==> src/rtl/stream_pkg.sv <==
// Shared definitions for the narrow/wide stream width converters.
//
// Contents:
//   BEAT_ORDER_*  encoding of the LSB_FIRST parameter (which slice of a wide
//                 word travels first); shared with the deserializer so both
//                 ends of a link agree on beat order.
//   cnt_w()       width of a beat counter that indexes 0..ratio-1, never
//                 narrower than one bit.
package stream_pkg;

  localparam bit BEAT_ORDER_MSB_FIRST = 1'b0;
  localparam bit BEAT_ORDER_LSB_FIRST = 1'b1;

  function automatic int cnt_w(int ratio);
    int w;
    w = $clog2(ratio);
    return (w < 1) ? 1 : w;
  endfunction

endpackage

==> src/rtl/stream_serializer.sv <==
// Ready/valid width converter: accepts one RATIO*WIDTH-bit word and emits it
// as RATIO beats of WIDTH bits, flagging the final beat with last_o.
// An active word (being shifted out) plus one staging word give a full
// one-beat-per-cycle stream while every output, ready_i included, comes
// straight from a flop.
//
// Ports:
//   clk      in   rising-edge clock
//   arst     in   synchronous, active-high reset
//   valid_i  in   input word valid
//   dat_i    in   input word, RATIO*WIDTH bits
//   ready_i  out  block can accept a word (registered)
//   valid_o  out  output beat valid (registered)
//   dat_o    out  output beat, WIDTH bits (registered)
//   last_o   out  current beat is the last of its word (registered)
//   ready_o  in   downstream accepts the beat
module stream_serializer
  import stream_pkg::*;
#(
  parameter int WIDTH     = 16,
  parameter int RATIO     = 4,
  parameter bit LSB_FIRST = BEAT_ORDER_LSB_FIRST
) (
  input  logic                     clk,
  input  logic                     arst,
  input  logic                     valid_i,
  input  logic [WIDTH*RATIO-1:0]   dat_i,
  output logic                     ready_i,
  output logic                     valid_o,
  output logic [WIDTH-1:0]         dat_o,
  output logic                     last_o,
  input  logic                     ready_o
);

  localparam int              WW       = WIDTH * RATIO;
  localparam int              CW       = cnt_w(RATIO);
  localparam logic [CW-1:0]   CNT_LAST = CW'(RATIO - 1);

  if (RATIO < 1 || WIDTH < 1) begin : g_param_check
    $error("stream_serializer: RATIO and WIDTH must both be at least 1");
  end

  // Beat k of a word, honouring the configured beat order.
  function automatic logic [WIDTH-1:0] slice(input logic [WW-1:0] w,
                                             input logic [CW-1:0] k);
    int idx;
    idx = (LSB_FIRST == BEAT_ORDER_LSB_FIRST) ? int'(k) : (RATIO - 1 - int'(k));
    return w[idx*WIDTH +: WIDTH];
  endfunction

  logic [WW-1:0]    act_word, act_word_nxt;
  logic [WW-1:0]    stg_word, stg_word_nxt;
  logic             stg_valid, stg_valid_nxt;
  logic [CW-1:0]    cnt, cnt_nxt;
  logic             valid_nxt, last_nxt, ready_nxt;
  logic [WIDTH-1:0] dat_nxt;

  logic in_acc, out_acc, last_acc;

  assign in_acc   = valid_i && ready_i;
  assign out_acc  = valid_o && ready_o;
  assign last_acc = out_acc && (cnt == CNT_LAST);

  always_comb begin
    // NOTE: every variable gets a default before any branch so no path
    // leaves one unassigned, which would otherwise infer a latch.
    act_word_nxt  = act_word;
    stg_word_nxt  = stg_word;
    stg_valid_nxt = stg_valid;
    cnt_nxt       = cnt;
    valid_nxt     = valid_o;

    if (out_acc) begin
      if (!last_acc) begin
        cnt_nxt = cnt + CW'(1);
      end else if (stg_valid) begin
        act_word_nxt  = stg_word;
        cnt_nxt       = '0;
        stg_valid_nxt = 1'b0;
      end else begin
        valid_nxt = 1'b0;
      end
    end

    // ready_i is low whenever staging is full, so an accepted word always
    // finds either an active slot that is free (or freeing now) or an empty
    // staging slot.
    if (in_acc) begin
      if (!valid_o || last_acc) begin
        act_word_nxt = dat_i;
        cnt_nxt      = '0;
        valid_nxt    = 1'b1;
      end else begin
        stg_word_nxt  = dat_i;
        stg_valid_nxt = 1'b1;
      end
    end

    // Outputs are precomputed from next-state so they can be registered.
    dat_nxt   = slice(act_word_nxt, cnt_nxt);
    last_nxt  = valid_nxt && (cnt_nxt == CNT_LAST);
    ready_nxt = !stg_valid_nxt;
  end

  // NOTE: sequential state uses non-blocking assignments only, so every flop
  // samples the values from before the edge regardless of statement order.
  always_ff @(posedge clk) begin
    if (arst) begin
      // NOTE: the word registers are cleared as well, so a reset mid-word
      // leaves nothing behind that could later surface as a partial word.
      act_word  <= '0;
      stg_word  <= '0;
      stg_valid <= 1'b0;
      cnt       <= '0;
      valid_o   <= 1'b0;
      dat_o     <= '0;
      last_o    <= 1'b0;
      ready_i   <= 1'b0;
    end else begin
      act_word  <= act_word_nxt;
      stg_word  <= stg_word_nxt;
      stg_valid <= stg_valid_nxt;
      cnt       <= cnt_nxt;
      valid_o   <= valid_nxt;
      dat_o     <= dat_nxt;
      last_o    <= last_nxt;
      ready_i   <= ready_nxt;
    end
  end

endmodule

==> config.mk <==
export PLATFORM = sky130hd
export DESIGN_NAME = stream_serializer
export DESIGN_NICKNAME = d
export VERILOG_FILES = /design/src/rtl/stream_pkg.sv /design/src/rtl/stream_serializer.sv
export SDC_FILE = /design/constraint.sdc
export NUM_CORES = 1
export LEC_CHECK = 0
export CORE_UTILIZATION = 35
export CTS_BUF_LIST = sky130_fd_sc_hd__clkbuf_2 sky130_fd_sc_hd__clkbuf_4 sky130_fd_sc_hd__clkbuf_8
export DETAILED_ROUTE_END_ITERATION = 7
export PLACE_DENSITY = 0.59
export SLEW_MARGIN = 20
export SYNTH_ARGS = -nofsm -noshare
export SYNTH_HDL_FRONTEND = slang
export SYNTH_SLANG_ARGS = --single-unit
==> constraint.sdc <==
create_clock -name clk -period 2 [get_ports clk]
set_input_delay 0.6 -clock clk [delete_from_list [all_inputs] [get_ports clk]]
set_output_delay 0.6 -clock clk [all_outputs]
set_load 0.03 [all_outputs]
---- Word level (Yosys, flattened, before mapping) ----
Index checks and enable logic that the tools add are counted.
operators by class
  add/subtract/negate cells ............... 1
  eq/ne operators ......................... 2
  shifts and indexed selects .............. 1
  muxes and demuxes ....................... 19
  bitwise gates (word level) .............. 1
  reduce and logical (&&, ||, !) cells .... 8
operator list
  kind                 number
  $mux 64              5
  $shiftx 64x7->16     1
  $mux 2               5
  $mux 1               9
  $eq 2x2->1 const B   2
  $logic_and 1x1->1    4
  $add 2x1->2 const B  1
  $logic_not 1->1      2
  $reduce_and 2->1     1
  $logic_or 1x1->1     1
  $not 1->1            1
word-level totals
  flip-flop bits (word level) ............. 150
  word-level logic and storage cells ...... 40

---- Depth between registers and ports, before layout ----
  depth in word-level cells ............... 8
  depth in mapped cells ................... 8
  mapped depth without buffers ............ 6

---- Worst setup path before layout ----
Ideal clock, no wire load.
  path kind ............................... reg2reg
  from .................................... register cnt[0]
  to ...................................... register dat_o[14]
  setup time .............................. 119 ps
  arrival ................................. 1747 ps
  required time ........................... 1881 ps
  setup slack ............................. 134 ps
  stages on the path, launching flop included .. 8
  buffers on the path ..................... 1
  period minus slack after synthesis ...... 1866 ps
  cell sequence ........................... dfxtp_1 ha_1 buf_4 and3b_1 and2_4 nor2_4 mux2_1 o221a_1
on the way
  longest elaborated chain between the ends .. 7
  elaborated cells between the ends (all ways) .. 14
  those cells by class .................... add/sub (1); eq/ne (1); shift (1); mux (9); reduce/logical (2)
ends and longest elaborated chain
  item                                                                 RTL line                  source
  start: declaration                                                   stream_serializer.sv:54   logic [CW-1:0] cnt, cnt_nxt;
  start signal: assignment                                             stream_serializer.sv:123  cnt <= cnt_nxt;
  parallel branches: the longest is 6 deep, another holds $add 2x1->2  --
  $shiftx 64x7->16 *                                                   stream_serializer.sv:48   return w[idx*WIDTH +: WIDTH];
  end signal: assignment                                               stream_serializer.sv:125  dat_o <= dat_nxt;
  end: declaration                                                     stream_serializer.sv:30   output logic [WIDTH-1:0] dat_o,
Every way passes the cells marked *.
A chain may end at the register's enable or synchronous reset.

---- Worst setup path after layout ----
  from .................................... register valid_o
  to ...................................... output valid_o
RTL lines
  item                      RTL line                  source
  start: declaration        stream_serializer.sv:29   output logic valid_o,
  start signal: assignment  stream_serializer.sv:124  valid_o <= valid_nxt;
No word-level cell between the ends.

==> flow_metrics.env <==
export IMPL_status="completed"
export IMPL_synth_edf_count=0
export IMPL_synth_area_um2=6795
export IMPL_synth_seq_cells=150
export IMPL_hold_viol=0
export IMPL_clkLatencyLatePin_ns=0.46
export IMPL_pin_count=87
export IMPL_rsz0062_at_grt="false"
export IMPL_core_area_um2=18890
export IMPL_hp_start="stg_word[41]"
export IMPL_cts_reportedPaths_clkPinSlew_ns=0.08
export IMPL_worst_setup_path_type="reg -> out"
export IMPL_worstMarginPinSlew_ns=0.3983
export IMPL_crit_start="valid_o"
export IMPL_drt_iter0_drc=456
export IMPL_finClkSkew_ns=0.01317
export IMPL_yosys_area_top_type_share_pct=44.19
export IMPL_critPathTopFamily="flip-flops"
export IMPL_grt_total_usage_pct=20.45
export IMPL_grt_pass1_wl_um=31480
export IMPL_worstHoldPathCells=2
export IMPL_antenna_found_initial=0
export IMPL_grt_overflow=0
export IMPL_ir_worst_vdd_mv=0.3847
export IMPL_drv_cap=0
export IMPL_p_per_area_nw_per_um2=738.8
export IMPL_place_congestion=0.8496
export IMPL_yosys_top_cells_count="nand2_1, dfxtp_1, a21oi_1"
export IMPL_drc_errors=0
export IMPL_synthArstFlopShare_pct=0
export IMPL_root_buffer="clkbuf_8"
export IMPL_max_freq_ghz=0.5189
export IMPL_crit_fanout=6
export IMPL_fin_setup_tns_ns=0
export IMPL_numCtsBuffers=17
export IMPL_dp_hpwl_um=13840
export IMPL_yosys_warnings=0
export IMPL_ff2ff_setup_slack_ns=0.09
export IMPL_slew_limit_headroom_pct=73.45
export IMPL_num_antenna_cells=0
export IMPL_post_drt_wl_per_cell_um=16.35
export IMPL_clock_sinks=150
export IMPL_worstSetupEndpointType="primary output"
export IMPL_synth_largest_area_cell="dfxtp_1"
export IMPL_die_area_um2=19980
export IMPL_syn_nets=891
export IMPL_crit_arrival_ns=1.33
export IMPL_syn_inst=822
export IMPL_r2r_end="dat_o[3]"
export IMPL_finalCritPeriodShare_pct=96.35
export IMPL_grt_max_degree=70
export IMPL_path_buf_inv=1
export IMPL_clockBufferDepth=2
export IMPL_avgSynthCellArea_um2=8.267
export IMPL_fp_dieW_um=141.3
export IMPL_ant_nets=0
export IMPL_cts_hold_buf=0
export IMPL_synth_most_common_cell="nand2_1"
export IMPL_total_power_mw=6.582
export IMPL_crit_path_start_kind="flop"
export IMPL_drt_total_wl_um=19840
export IMPL_die_h_um=141.3
export IMPL_slowest_delay_ns=0.45
export IMPL_hold_class="reg -> reg"
export IMPL_area_growth_pct=31.10
export IMPL_drt_pre_antenna_iters=6
export IMPL_required_ns=1.40
export IMPL_num_vias=6216
export IMPL_port_buffers=86
export IMPL_drive_gt1_share_pct=19.31
export IMPL_grt_pass1_vias=5796
export IMPL_setup_violations=0
export IMPL_nets=1009
export IMPL_ys_seq_area_share_pct=44.19
export IMPL_period_needed_ns=1.927
export IMPL_p_leak_nw=3.254
export IMPL_core_rowCount=50
export IMPL_vias_per_cell=5.124
export IMPL_initial_utilization_pct=35.97
export IMPL_report_final_slew_viol_count=0
export IMPL_synth_cell_types=53
export IMPL_cts_tree="built"
export IMPL_path_cells="dlygate4sd2_1"
export IMPL_crit_slowest_cell="dfxtp_1"
export IMPL_r2r_start="cnt[1]"
export IMPL_ys_top_cells_by_area="dfxtp_1, nand2_1, a311oi_2, a21oi_1, nor2_1"
export IMPL_htreeDepth=4
export IMPL_hold_end="stg_word[41]"
export IMPL_worstRegToRegCells=8
export IMPL_ys_flop_type="dfxtp_1"
-- through the flow --
stage / setup slack, ns / utilization, % / hold WS (ns) / instances / cell area [um2]
after floorplan: 0.1344 / - / 0.4319 / 822 / 6795
after global placement: -0.5536 / 44.87 / 0.4401 / 1179 / 8478
after detailed placement: -0.5021 / 44.87 / 0.4448 / 1179 / 8478
after CTS: 0.007281 / 46.95 / 0.4475 / 1213 / 8870
after global routing: 0.01745 / 47.15 / 0.4557 / 1213 / 8909
final: 0.07293 / 47.15 / 0.4560 / 1213 / 8909
-- cell usage in the layout, fill, tap and decap left out, types with 5 or more instances in the layout --
| cell type | instances |
|---|---|
| a311oi_2 | 44 |
| buf_12 | 19 |
| a311oi_1 | 10 |
| clkbuf_8 | 17 |
| a31oi_1 | 18 |
| dlygate4sd2_1 | 19 |
| clkinvlp_4 | 5 |
| buf_4 | 64 |
| nand2_1 | 254 |
| nand3_1 | 11 |
| nor2_1 | 61 |
| clkdlybuf4s50_1 | 65 |
| o21ai_0 | 27 |
| a211o_1 | 9 |
| a21oi_1 | 70 |
| o21bai_1 | 6 |
| nand3b_1 | 5 |
| a211oi_1 | 8 |
| a22o_1 | 7 |
| dfxtp_1 | 148 |
| and3_1 | 18 |
-- cell families (layout without fill, tap and decap cells) --
kind of cell	Yosys count	after routing	share of synthesized area, %
simple gates	373	373	22.83
buf+inv	70	201	5.340
mux	4	4	0.6076
compound gates	224	224	26.85
fa+ha+maj	1	1	0.1841
flops	150	150	44.19
-- where the power goes --
part / leakage, nW / internal (mW) / total [mW] / switching, mW
Sequential: 1.22 / 3.14 / 3.24 / 0.102
Combinational: 1.84 / 0.463 / 0.958 / 0.494
Clock: 0.188 / 1.15 / 2.39 / 1.23
-- worst max-delay path by stage --
stage                     slack, ns  depth (start not counted)         to
after floorplan                0.13                          7  dat_o[14]
after global placement        -0.55                          6  dat_o[13]
after detailed placement      -0.50                          6  dat_o[13]
after CTS                     0.007                          7  dat_o[12]
after global routing           0.02                          1    valid_o
final                          0.07                          1    valid_o
-- repair_timing --
| item | CTS | global route |
|---|---|---|
| gates cloned | 0 | 0 |
| buffers inserted | 2 | 0 |
| gates resized for setup | 20 | 11 |
| setup endpoints to repair | 22 | 29 |
| pin swaps | 1 | 3 |
-- layout make-up --
| cell class | count | area, um2 |
|---|---|---|
| clock buffer | 19 | 249.0 |
| clock inverter | 13 | 148.9 |
| fill | 1866 | 9985 |
| multi-input combinational | 602 | 3478 |
| sequential | 150 | 3005 |
| tap | 260 | 325.3 |
| timing repair buffer | 169 | 1702 |
-- flip-flops by register name, indices dropped and copies added, names as in the netlist --
signal and count:
valid_o 1, cnt 2, ready_i 1, stg_valid 1, act_word 64, last_o 1, dat_o 16, stg_word 64
-- metal layers --
layer | GRT usage [%] | vias to the layer above | wire [um]
met3 | 3.712 | 14 | 732
met5 | 0 | - | 0
met2 | 33.77 | 121 | 9519
met4 | 5.092 | 0 | 216
li1 | - | 3109 | -
met1 | 27.53 | 2972 | 9367
Power figures use the tool's default switching activity.
